**config.mk**
```make
export PLATFORM = sky130hd
export DESIGN_NAME = cpu_control
export DESIGN_NICKNAME = d
export VERILOG_FILES = /design/src/rtl/cpu_control.sv
export SDC_FILE = /design/constraint.sdc
export NUM_CORES = 1
export LEC_CHECK = 0
export CAP_MARGIN = 30
export CELL_PAD_IN_SITES_DETAIL_PLACEMENT = 1
export CELL_PAD_IN_SITES_GLOBAL_PLACEMENT = 2
export CORE_UTILIZATION = 26
export DETAILED_ROUTE_END_ITERATION = 16
export PLACE_DENSITY = 0.88
export SYNTH_ARGS = -nofsm -noshare
export SYNTH_HDL_FRONTEND = slang
export SYNTH_SLANG_ARGS = --single-unit
```
**constraint.sdc**
```tcl
create_clock -name clock_i -period 2.52 [get_ports clock_i]
set_clock_uncertainty 0.15 [all_clocks]
set_input_delay 0.378 -clock clock_i [delete_from_list [all_inputs] [get_ports clock_i]]
set_output_delay 0.378 -clock clock_i [all_outputs]
set_load 0.1 [all_outputs]
```
**src/rtl/cpu_control.sv**
```systemverilog
// CPU control register block: Wishbone B4 pipelined responder with one control register
// and a stretched CPU reset that guarantees a minimum hold time per assertion.
module cpu_control #(
  parameter int RESET_MIN_CYCLES = 128,
  parameter int REG_ADDR_WIDTH   = 1
) (
  input  logic                      clock_i,
  input  logic                      reset_i,
  input  logic [REG_ADDR_WIDTH-1:0] wb_adr_i,
  input  logic [7:0]                wb_dat_i,
  output logic [7:0]                wb_dat_o,
  input  logic                      wb_we_i,
  input  logic                      wb_cyc_i,
  input  logic                      wb_stb_i,
  output logic                      wb_stall_o,
  output logic                      wb_ack_o,
  output logic                      cpu_ready_o,
  output logic                      cpu_reset_o
);

  localparam int CNT_W = (RESET_MIN_CYCLES > 1) ? $clog2(RESET_MIN_CYCLES) : 1;
  localparam logic [CNT_W-1:0] CNT_MAX = CNT_W'(RESET_MIN_CYCLES - 1);

  typedef enum logic {BUS_IDLE, BUS_ACK} bus_state_e;
  typedef enum logic {RST_HOLD, RST_RUN} rst_state_e;

  bus_state_e       bus_q, bus_d;
  rst_state_e       rst_q, rst_d;
  logic [CNT_W-1:0] cnt_q, cnt_d;
  logic             ready_q, ready_d;
  logic             rst_bit_q, rst_bit_d;
  logic [7:0]       rdata_q, rdata_d;

  logic accept, reg_sel, wr_cpu, set_rst, hold;
  logic unused_wdata;

  assign hold    = (rst_q == RST_HOLD);
  assign accept  = wb_cyc_i & wb_stb_i & (bus_q == BUS_IDLE);
  assign reg_sel = (wb_adr_i == '0);
  assign wr_cpu  = accept & wb_we_i & reg_sel;
  assign set_rst = wr_cpu & wb_dat_i[1];

  // Bits 7:2 of REG_CPU are not writable.
  assign unused_wdata = ^wb_dat_i[7:2];

  always_comb begin
    bus_d     = bus_q;
    rdata_d   = rdata_q;
    ready_d   = ready_q;
    rst_bit_d = rst_bit_q;
    case (bus_q)
      BUS_IDLE: if (accept) bus_d = BUS_ACK;
      BUS_ACK:  bus_d = BUS_IDLE;
      default:  bus_d = BUS_IDLE;
    endcase
    if (accept) begin
      rdata_d = reg_sel ? {5'b0, hold, rst_bit_q, ready_q} : 8'h00;
    end
    if (wr_cpu) begin
      ready_d   = wb_dat_i[0];
      rst_bit_d = wb_dat_i[1];
    end
  end

  // Any write of RESET=1 (re)starts a full minimum-length hold, even if already holding.
  always_comb begin
    rst_d = rst_q;
    cnt_d = cnt_q;
    if (set_rst) begin
      rst_d = RST_HOLD;
      cnt_d = '0;
    end else if (rst_q == RST_HOLD) begin
      if (cnt_q == CNT_MAX) begin
        if (!rst_bit_q) rst_d = RST_RUN;
      end else begin
        cnt_d = cnt_q + CNT_W'(1);
      end
    end
  end

  always_ff @(posedge clock_i) begin
    if (reset_i) begin
      bus_q     <= BUS_IDLE;
      rst_q     <= RST_HOLD;
      cnt_q     <= '0;
      ready_q   <= 1'b0;
      rst_bit_q <= 1'b1;
      rdata_q   <= 8'h00;
    end else begin
      bus_q     <= bus_d;
      rst_q     <= rst_d;
      cnt_q     <= cnt_d;
      ready_q   <= ready_d;
      rst_bit_q <= rst_bit_d;
      rdata_q   <= rdata_d;
    end
  end

  // reset_i gates the outputs directly so an in-flight ACK is dropped on the reset cycle.
  assign wb_stall_o  = (bus_q == BUS_ACK) & ~reset_i;
  assign wb_ack_o    = (bus_q == BUS_ACK) & wb_cyc_i & ~reset_i;
  assign wb_dat_o    = wb_ack_o ? rdata_q : 8'h00;
  assign cpu_reset_o = hold | reset_i;
  assign cpu_ready_o = ready_q & ~cpu_reset_o;

endmodule
```
Word level (Yosys, flattened, before mapping). Index checks and enable logic that the tools add are counted.

Multiplexer cells: 7. Add/sub/neg operators: 1. Reductions and logical operators: 2. Bitwise gates (word level): 16. Eq/ne operators: 1.

Operators by type and width (count): 1-bit AND (9); 8-bit two-way mux (1); 7-bit by 1-bit adder with 7-bit output (second input constant) (1); 7-bit == test (second input constant) (1); 1-bit inverter (6); 1-bit two-way mux (4); 3-bit two-way mux (1); 1-bit case mux with 2 select lines (1); 2-bit AND reduction (1); 2-bit OR reduction (1); 1-bit OR (1).

Bits in registers: 19. Output and inout port bits: 12. Logic and storage cells: 33. Input port bits: 14.

Depth between registers and ports, before layout.
Word-level depth: 6. Depth in mapped cells: 5. Mapped depth without buffers: 4.

Worst setup path after synthesis. OpenSTA, ideal clock, no wires.

Path kind: input port to output port. From: input reset_i. To: output wb_dat_o[0]. Data arrival time: 2.933 ns. Required time: 1.992 ns. Stages: 3. Setup slack: -0.941 ns. Path buffers: 1. Cells stage by stage: clkbuf_1 -> nor2b_1 -> and3_1.

Longest elaborated chain between the ends: 3.

RTL lines: from (decl) (line 8) `input logic reset_i,`; 1-bit inverter (line 101) `assign wb_ack_o = (bus_q == BUS_ACK) & wb_cyc_i & ~reset_i;`; 1-bit AND (line 101); 8-bit two-way mux (line 102) `assign wb_dat_o = wb_ack_o ? rdata_q : 8'h00;`; to (decl) (line 11) `output logic [7:0] wb_dat_o,`.

No other way between the ends.

Final worst setup path.
From: input reset_i. To: output cpu_ready_o.

Longest elaborated chain between the ends: 3.

RTL lines: 1-bit OR (line 103) `assign cpu_reset_o = hold | reset_i;`; 1-bit inverter (line 104) `assign cpu_ready_o = ready_q & ~cpu_reset_o;`; 1-bit AND (line 104); to (decl) (line 17) `output logic cpu_ready_o,`.

No other way between the ends.

==> metrics.csv <==
stage;metric;value;unit
global_route;antenna_found_initial;0;
synthesis;yosysWarnings;0;
synthesis;synth-seq-cells;14;
synthesis;synthCells;83;
sta;fin_crit;2050;ps
setup_path;cp.required;1990;ps
synthesis;synth.most_common_cell;dfxtp_1;
drt;wl_per_cell;13.63;um
finish;area_growth;34.69;%
floorplan;die_x;55.20;um
finish;n_fill_cell;326;
global_route;grt_use_total;13.59;%
finish;nNetsFinal;113;
sta;report.final.slew_viol_count;0;
floorplan;coreArea;0.002567;mm^2
power_and_ir_drop;leakagePower;0.3745;nW
drt;drt_iter0_markers;5;
drt;drc;0;
drt;vias;637;
synthesis;synth_largest_area_cell;dfxtp_1;
setup_path;r2r_slack;960;ps
hold_path;hp-class;reg -> reg;
floorplan;io-pin-count;26;
synthesis;synth_edf_count;0;
drt;met2WireLength;849;um
drt;antenna_left;0;
finish;final_cells;127;
global_route;grt_max_degree;14;
synthesis;ys_seq_area_share;38.10;%
global_route;grt_overflow;0;
sta;worst_slack;470.0;ps
drt;routed_wl;1731;um
synthesis;syn_area;735.7;um^2
clock_tree;postCtsSetupRepairBufs;0;
synthesis;synthFlopType;dfxtp_1;
clock_tree;root_buffer;clkbuf_4;
power_and_ir_drop;powerDensity;499.8;mW/mm^2
placement;dp_slack;376.6;ps
sta;tns;0;ps
global_route;grt_pass1_wl;2856;um
floorplan;die_h;55.20;um
clock_tree;cts_tree;built;
setup_path;cp-end-kind;output pin;
drt;routed-wl-met3;97;um
placement;port-buffer-count;14;
finish;post-route-util;38.60;%
finish;antenna_cells;0;
synthesis;ys_types;33;
clock_tree;clock_path_buffers;2;
finish;drive_gt1_share;20.62;%
setup_path;critPathMaxFanout;7;
drt;dr.max_layer_used;met4;
global_route;grt_pass1_vias;610;
placement;dpl.cell_count;123;
clock_tree;cts_resized;0;
synthesis;async_reset_ff_share;0;%
clock_tree;htreeDepth;1;
drt;avgViaCountPerCell;5.016;
synthesis;yosys.area.top_type_share;38.10;%
outcome;outcome;completed;
clock_tree;clkLatencyLatePin;290;ps
synthesis;yosys-top-cells-area;dfxtp_1 (38%), nand3b_1 (6.1%), and3_1 (5.1%);
synthesis;synthTopCellsByCount;dfxtp_1 (14), and3_1 (6), nand3b_1 (6);
drt;firstDrtPassIters;3;
flow_run;drv_cap;0;
sta;timing.fmax;0.4878;GHz
sta;rsz0062_at_grt;false;
setup_path;startpoint_type;input port;
power_and_ir_drop;ir_drop;0.0004085;V
placement;detailed_place_hpwl;1318;um
floorplan;die-area;0.003046;mm^2
floorplan;start_util;28.65;%
setup_path;arrival;1520;ps
clock_tree;ctsHoldBuffers;0;
clock_tree;clk_pin_slew;90;ps
setup_path;crit_type;in -> out;
floorplan;num_rows;18;
placement;place.gp.congestion;0.6956;
synthesis;syn_avg_cell_area;8.864;um^2
clock_tree;numCtsBuffers;3;
clock_tree;cts.sinks;14;
sta;hold_viol_final;0;
sta;setup_viol;0;
sta;fin_crit_sh;81.35;%
drt;met1_length;764;um
## worst max-delay path, stage by stage
cell and delay (ps):
clkdlybuf4s50_1 490, inv_1 220, and3_1 240, buf_12 180
## state kept, by name, summed over array words and instances (netlist names)
register	flops
rst_bit_q	1
rdata_q	3
bus_q	1
rst_q	1
ready_q	1
cnt_q	7
## area by class of cell
type | count | area [um^2] | area share [%]
inverter | 3 | 11.26 | 1.136
tap | 30 | 37.54 | 3.788
sequential | 14 | 280.3 | 28.28
clock buffer | 4 | 36.28 | 3.662
timing repair buffer | 15 | 217.7 | 21.97
multi-input combinational | 61 | 407.9 | 41.16
## cell usage in the layout, fill, tap and decap left out, types with 2 or more instances in the layout
cell type        count
conb_1               5
o21ai_1              2
nand3b_1             6
o211ai_1             4
and3_1               3
nand4b_1             2
buf_12               7
a31oi_1              2
inv_1                3
nor2_1               4
nand2_1              5
a211oi_1             3
clkbuf_4             3
clkdlybuf4s50_1      7
a21oi_1              5
dfxtp_1             14
and3_2               3
mux2i_1              2
## path summary, 6_finish.rpt
kind	endpoint	cells after the start	from
max	cpu_ready_o	4	reset_i
max reg2reg	rdata_q[2]	3	bus_q
min	rdata_q[2]	2	rdata_q[2]
min reg2reg	rdata_q[2]	2	rdata_q[2]
## cells by family (layout without fill, tap and decap cells)
group                    after synthesis  in the layout  synth area share (%)
AND/OR/NAND/NOR                       31             31                 26.02
AO/OA/AOI/OAI                         22             22                 20.92
flip-flops                            14             14                 38.10
buffers and inverters                 12             22                 10.03
multiplexers                           2              2                 2.721
adder cells (fa/ha/maj)                1              1                 1.700
other                                  1              5                0.5097
## per-stage QoR
step / instance area, um^2 / hold WS, ps / power [mW]
global route: 991.0 / 343.1 / 0.5175
CTS: 991.0 / 316.4 / 0.5022
global placement: 954.7 / 292.8 / 0.3277
finish: 991.0 / 315.9 / 0.4953
floorplan: 762.0 / 277.1 / 0.3105
detailed placement: 954.7 / 302.3 / 0.3301
## layer usage
metal / GRT usage [%] / up-vias
met5: 0 / -
met4: 5.000 / 0
met3: 6.284 / 4
met2: 22.89 / 16
met1: 14.82 / 297
li1: - / 320
## report_power, final
group / internal [mW] / switching [mW] / total [mW]
Combinational: 0.0264 / 0.0615 / 0.0878
Clock: 0.0881 / 0.0830 / 0.171
Sequential: 0.229 / 0.00777 / 0.236
Note: power is estimated with default switching activity, not from simulation.
